## src/rtl/delay_line_ctrl.sv

```systemverilog
// delay_line_ctrl: prescaled sequencer for a DEPTH-stage clock-enabled delay chain.
// Words enter stage 0 on each tick, shift one stage per tick, and are presented
// from the latched tap stage. Stop drains the chain with bubbles before idling.
module delay_line_ctrl #(
  parameter int BUS_WIDTH = 8,
  parameter int DEPTH     = 8,
  parameter int DIV_WIDTH = 8,
  localparam int TAP_W    = $clog2(DEPTH),
  localparam int FILL_W   = $clog2(DEPTH+1)
) (
  input  logic                 clk,
  input  logic                 rst,
  input  logic                 start,
  input  logic                 stop,
  input  logic [DIV_WIDTH-1:0] div,
  input  logic [TAP_W-1:0]     tap,
  input  logic                 in_valid,
  input  logic [BUS_WIDTH-1:0] in_data,
  output logic                 in_ready,
  output logic                 out_valid,
  output logic [BUS_WIDTH-1:0] out_data,
  output logic                 ce_o,
  output logic [FILL_W-1:0]    fill,
  output logic                 busy
);

  typedef enum logic [1:0] {S_IDLE, S_RUN, S_FLUSH} state_t;

  state_t                          r_state;
  logic [DIV_WIDTH-1:0]            r_cnt;
  logic [DIV_WIDTH-1:0]            r_div_q;
  logic [TAP_W-1:0]                r_tap_q;
  logic [DEPTH-1:0][BUS_WIDTH-1:0] r_stage;
  logic [DEPTH-1:0]                r_v;
  logic                            r_out_valid;

  logic                            w_tick;
  logic                            w_accept;
  logic [DEPTH-1:0]                w_vin;
  logic [FILL_W-1:0]               w_fill;

  // Tick only while the chain is active; in_ready only while new words are welcome.
  assign w_tick   = (r_state != S_IDLE) && (r_cnt == r_div_q);
  assign w_accept = in_valid && w_tick && (r_state == S_RUN);
  // Valid bits as they will look after the next tick; used to predict the tap pulse.
  assign w_vin    = {r_v[DEPTH-2:0], w_accept};

  assign ce_o      = w_tick;
  assign in_ready  = w_tick && (r_state == S_RUN);
  assign out_valid = r_out_valid;
  assign out_data  = r_stage[r_tap_q];
  assign busy      = (r_state != S_IDLE);
  assign fill      = w_fill;

  // Occupancy is the popcount of the registered valid bits.
  always_comb begin
    w_fill = '0;
    for (int i = 0; i < DEPTH; i++) w_fill = w_fill + FILL_W'(r_v[i]);
  end

  // Control FSM and prescaler; div/tap are captured only when leaving IDLE.
  always_ff @(posedge clk) begin
    if (rst) begin
      r_state <= S_IDLE;
      r_cnt   <= '0;
      r_div_q <= '0;
      r_tap_q <= '0;
    end else begin
      case (r_state)
        S_IDLE: begin
          if (start && !stop) begin
            r_state <= S_RUN;
            r_div_q <= div;
            r_tap_q <= tap;
            r_cnt   <= '0;
          end
        end
        S_RUN: begin
          r_cnt <= w_tick ? '0 : r_cnt + 1'b1;
          if (stop) r_state <= S_FLUSH;
        end
        S_FLUSH: begin
          r_cnt <= w_tick ? '0 : r_cnt + 1'b1;
          if (r_v == '0) r_state <= S_IDLE;
        end
        default: r_state <= S_IDLE;
      endcase
    end
  end

  // Delay chain: shift on tick, inserting a zero bubble when nothing is accepted.
  always_ff @(posedge clk) begin
    if (rst) begin
      r_stage     <= '0;
      r_v         <= '0;
      r_out_valid <= 1'b0;
    end else begin
      r_out_valid <= w_tick && w_vin[r_tap_q];
      if (w_tick) begin
        r_v        <= w_vin;
        r_stage[0] <= w_accept ? in_data : '0;
        for (int i = 1; i < DEPTH; i++) r_stage[i] <= r_stage[i-1];
      end
    end
  end

endmodule

```

## config.mk

```make
export PLATFORM = sky130hd
export DESIGN_NAME = delay_line_ctrl
export DESIGN_NICKNAME = d
export VERILOG_FILES = /design/src/rtl/delay_line_ctrl.sv
export SDC_FILE = /design/constraint.sdc
export NUM_CORES = 1
export LEC_CHECK = 0
export ABC_AREA = 1
export CORE_MARGIN = 4
export CORE_UTILIZATION = 57
export DETAILED_ROUTE_END_ITERATION = 10
export PLACE_DENSITY = 0.79
export SLEW_MARGIN = 30
export SYNTH_ARGS = -nofsm -noshare
export SYNTH_HDL_FRONTEND = slang
export SYNTH_SLANG_ARGS = --single-unit
```

## constraint.sdc

```tcl
create_clock -name clk -period 3.95 [get_ports clk]
set_input_delay 0.79 -clock clk [delete_from_list [all_inputs] [get_ports clk]]
set_output_delay 0.79 -clock clk [all_outputs]
set_load 0.005 [all_outputs]
```

== Yosys cells after proc, flatten, opt, wreduce, memory -nomap -nowiden ==
Index checks and enable logic that the tools add are counted.

* Register bits after elaboration: 94
* Logic and storage cells: 56

* Add/subtract/negate cells: 8
* Order comparisons: 1
* Eq/ne operators: 6
* Multiplexer cells: 12
* Reductions and logical operators: 15

{| class="wikitable"
|+ Operator list
! kind !! number
|-
| 8-bit 2-to-1 mux || 4
|-
| 8-bit binary-select mux with 3-bit select || 1
|-
| 4-bit by 1-bit adder with 4-bit output || 4
|-
| 8-bit case mux with 2 select lines || 1
|-
| 8-bit by 1-bit adder with 8-bit output, second input constant || 1
|-
| 8-bit == test || 1
|-
| 8-bit logical NOT || 1
|-
| 1-bit logical AND || 6
|-
| 2-bit 2-to-1 mux || 3
|-
| 2-bit inequality test, second input constant || 3
|-
| 2-bit case mux with 3 select lines || 1
|-
| 3-bit by 1-bit adder with 4-bit output || 1
|-
| 3-bit by 4-bit less-than comparator with 1-bit output, second input constant || 1
|-
| 2-bit AND reduction || 2
|-
| 2-bit nonzero test || 2
|-
| 2-bit by 1-bit adder with 3-bit output || 1
|-
| 1-bit binary-select mux with 3-bit select || 1
|-
| 3-bit AND reduction || 1
|-
| 1-bit by 1-bit adder with 2-bit output || 1
|-
| 2-bit by 1-bit == test with 1-bit output, second input constant || 1
|-
| 2-bit == test, second input constant || 1
|-
| 2-bit logical NOT || 1
|-
| 2-bit OR reduction || 1
|-
| 1-bit logical NOT || 1
|-
| 1-bit 2-to-1 mux || 1
|}

== Logic depth before layout (Yosys ltp) ==
* Word-level depth: 7
* Depth in mapped cells: 11
* Depth with buffers taken out: 10

== Worst setup path after synthesis ==
OpenSTA, ideal clock, no wires.

* Path type: register to output
* From: reg r_v[0]
* To: out fill[2]
* Arrival: 2.559 ns
* Required time: 3.160 ns
* Setup slack: 0.601 ns
* Cell stages (with the launch flop): 10
* Buffers on the path: 0
* Cells stage by stage: dfxtp_1 > fa_1 > inv_1 > fa_1 > fa_1 > inv_1 > ha_1 > inv_1 > fa_1 > xnor2_1

* Word-level cells in the longest chain between the ends: 7

{| class="wikitable"
|+ RTL lines
! element !! RTL line !! RTL
|-
| start: declaration || 34 || <nowiki>logic [DEPTH-1:0] r_v;</nowiki>
|-
| start signal: assignment || 100 || <nowiki>r_v <= w_vin;</nowiki>
|-
| 1-bit by 1-bit adder with 2-bit output || 58 || <nowiki>for (int i = 0; i < DEPTH; i++) w_fill = w_fill + FILL_W'(r_v[i]);</nowiki>
|-
| 2-bit by 1-bit adder with 3-bit output || 58 ||
|-
| 3-bit by 1-bit adder with 4-bit output || 58 ||
|-
| 4-bit by 1-bit adder with 4-bit output (4 in series) || 58 ||
|-
| end: declaration || 23 || <nowiki>output logic [FILL_W-1:0] fill,</nowiki>
|}

No other way between the ends.

== Worst setup path in the final report ==
* From: reg r_v[0]
* To: out fill[1]

Same word-level chain as after synthesis.

==> impl_summary.txt <==
----------------------------------------------------
[Run status]
  Outcome ... complete, no violations

[Detailed routing]
  Vias post-DR ... 3,965
  Met3 wire length ... 514 um
  Via density per instance ... 5.42
  Average wire length per cell after detail routing ... 13.5 um
  Met2 layer wire length in the routed design ... 4.87 mm
  Total Routed Length ... 9.88 mm
  Number of nets still failing antenna checks after routing ... 0
  Remaining routing DRC violations ... 0
  Top layer used by detailed routing ... met4
  Drt initial violations ... 262
  Met1 Routed Length ... 4.42 mm
  First-pass detailed-route iteration total ... 4

[Worst setup path]
  Cells along the critical path ... fa_1 -> inv_1 -> fa_1 -> fa_1 -> inv_1 -> ha_2 -> inv_2 -> fa_2 -> inv_2 -> buf_2
  Slowest-stage cell, CP ... sky130_fd_sc_hd__fa_1
  Data arrival, critical path ... 3150 ps
  Largest stage delay, worst path ... 530 ps
  Critical path launch point type ... flop
  Required arrival time at the worst endpoint ... 3160 ps
  Max FO, Critical Path ... 2
  Most prevalent standard cell on the critical path ... sky130_fd_sc_hd__fa_1
  Capturing element type of the critical path ... output port
  Kind of critical path ... flop to output port

[Finish]
  N_diodes ... 0
  Area grow syn2layout ... 16.7%
  Nets ... 666
  Multi-input logic area ... 2090 sq um
  Seq. cell area ... 1880 sq um
  Proportion of layout cells with a drive suffix above 1 ... 6.95%
  Commonest cells after routing, fill and taps aside ... sky130_fd_sc_hd__nor2_1, sky130_fd_sc_hd__o21ai_0, sky130_fd_sc_hd__dfxtp_1, sky130_fd_sc_hd__a21oi_1, sky130_fd_sc_hd__inv_1
  Fillers ... 648
  Most common cell after layout, fill and taps aside ... sky130_fd_sc_hd__nor2_1

[STA]
  Worst slew margin ... 52.9%
  Worst clock skew ... 11.1 ps
  Time the worst path needs with I/O delays and setup ... 3940 ps
  Transition at the pin with the smallest max-transition slack ... 705 ps
  Minimum setup slack in the final design ... 7.90 ps
  Final count of pins violating max slew ... 0
  RSZ-0062 raised after global routing ... true
  Final hold violations ... 0
  Final setup viols ... 0
  F_max ... 254 MHz
  Final period util ... 99.8%

[Floorplanning]
  Cell Rows ... 31
  Core footprint ... 7290 sq um
  Top Ports ... 40
  Die Wd ... 95.1 um
  Initial Util ... 59.2%
  Die Ht ... 95.1 um
  Area of the die ... 9030 sq um

[Power and ir drop]
  Maximum ir drop on the vdd rail ... 526 uV
  Final total power ... 3680 uW
  Leakage power total ... 0.00210 uW
  PD cells ... 730 nW/um^2

[Place]
  PortBufs ... 39
  Worst slack after detailed placement ... 9.52 ps
  Half-perimeter wire length of the detailed placement result ... 6.37 mm
  RD Place Congestion ... 0.848

[Logic synthesis]
  Cells taking the most area after synthesis ... sky130_fd_sc_hd__dfxtp_1, sky130_fd_sc_hd__nor2_1, sky130_fd_sc_hd__o21ai_0, sky130_fd_sc_hd__a21oi_1, sky130_fd_sc_hd__inv_1
  Number of instances in the synthesized netlist ... 605
  Area of the mapped netlist ... 4320 sq um
  Number of nets produced by synthesis ... 643
  Cell type with the largest total area after synthesis ... sky130_fd_sc_hd__dfxtp_1
  Average cell area after synthesis ... 7.14 sq um
  Count of distinct cell types in the synthesized netlist ... 26
  Number of flip-flops and latches in the synthesized netlist ... 94
  Area share of the leading cell type in the synthesized netlist ... 43.6%
  Sequential-to-total area share from yosys stat ... 43.6%
  Synthesis warning total ... 0

[Clock tree]
  Clock buffer count from CTS ... 9
  Clock insertion delay at the later pin of the skew report ... 360 ps
  CTS hold repair buffers ... 0
  Count of clock tree sinks ... 94
  Number of H-tree levels ... 3
  Clock slew at reported path FFs ... 90 ps
  CTS tree ... built
  Buffer type at the clock tree root ... sky130_fd_sc_hd__clkbuf_8
  Clock Tree Buf Depth ... 2

[Global routing]
  Largest net degree at the start of global routing ... 80
  Total congestion overflow ... 0
  Initial antenna violation count ... 0
  Global-route wire length before repair ... 16.5 mm
  Vias in the first global route ... 3,584
  GRT Resource Usage Total ... 23.0%

[Flow run]
  Number of maximum-capacitance violations ... 0

[Min path]
  Worst hold path type ... flop to flop

----------------------------------------------------
[registers in the layout (all words and copies together) (netlist names)]
name / cells
r_stage: 64
r_cnt: 8
r_div_q: 8
r_v: 8
r_tap_q: 3
r_state: 2
out_valid: 1
[report_power, final]
part | total (uW) | internal [uW] | switching [uW]
Combinational | 1390 | 547 | 841
Sequential | 1460 | 1260 | 206
Clock | 831 | 501 | 331
Total | 3680 | 2300 | 1380
[critical path, delay by kind of cell (launching register included)]
| kind | cells | cell delay (ps) |
|---|---|---|
| adders and majority gates | 5 | 2140 |
| buffers and inverters | 5 | 310 |
| DFF | 1 | 340 |
[Yosys cell counts (all sizes together)]
| cell | count |
|---|---|
| nor2 | 155 |
| o21ai | 115 |
| dfxtp | 94 |
| a21oi | 55 |
| inv | 50 |
| nand2 | 36 |
| clkbuf | 30 |
| nand3 | 17 |
| ha | 10 |
| o22ai | 9 |
| a31oi | 8 |
| buf | 8 |
| fa | 4 |
| nand4 | 4 |
| xnor2 | 4 |
| nor3 | 2 |
| a211oi | 1 |
| clkinv | 1 |
| nor3b | 1 |
| xor2 | 1 |
[layout make-up]
| class | count | share of cell area, % |
|---|---|---|
| Clock inverter | 6 | 2.63 |
| Inverter | 51 | 3.80 |
| Tap cell | 99 | 2.46 |
| Multi-Input combinational cell | 422 | 41.5 |
| Sequential cell | 94 | 37.4 |
| Clock buffer | 10 | 2.73 |
| Timing Repair Buffer | 50 | 9.46 |
[routing by layer]
| layer | up-vias | GRT usage (%) |
|---|---|---|
| met1 | 1844 | 30.9 |
| met2 | 87 | 36.9 |
| li1 | 2026 | - |
| met5 | - | 0 |
| met4 | 0 | 5.05 |
| met3 | 8 | 6.39 |
[cell families (layout without fill, tap and decap cells)]
logic type | Yosys count | after routing | synth area share, %
flip-flops | 94 | 94 | 43.6
adder cells (fa/ha/maj) | 14 | 14 | 4.75
AND/OR/NAND/NOR | 215 | 215 | 19.9
AO/OA/AOI/OAI | 188 | 188 | 22.5
XOR/XNOR | 5 | 5 | 1.01
buffers and inverters | 89 | 117 | 8.26
[what timing repair did]
| item | CTS | global route |
|---|---|---|
| pin swaps | 5 | 5 |
| cloned | 0 | 0 |
| endpoints found under the setup margin | 2 | 3 |
| resized for setup | 15 | 2 |
| buffers inserted | 1 | 0 |
[stage by stage]
step	utilization, %	cells	instance area, sq um	hold WS, ps	TNS, ps
detailed placement	65.2	715	4760	454	0
global placement	65.2	715	4760	450	0
finish	69.1	732	5040	465	0
global route	69.1	732	5040	494	-171
floorplan	-	605	4320	436	0
CTS	69.0	732	5030	467	-203
[path summary, 6_finish.rpt]
path / from / to / slack, ps / depth (start not counted)
hold reg to reg: r_stage[2]$_SDFFE_PP0P_ / r_stage[10]$_SDFFE_PP0P_ / 470 / 2
hold / removal: r_stage[2]$_SDFFE_PP0P_ / r_stage[10]$_SDFFE_PP0P_ / 470 / 2
setup / recovery: r_v[0]$_SDFFE_PP0P_ / fill[1] / 8 / 10
setup reg to reg: r_state[0]$_SDFFE_PP0P_ / r_cnt[7]$_SDFFE_PP0P_ / 1450 / 9
(Power assumes the default switching activity.)
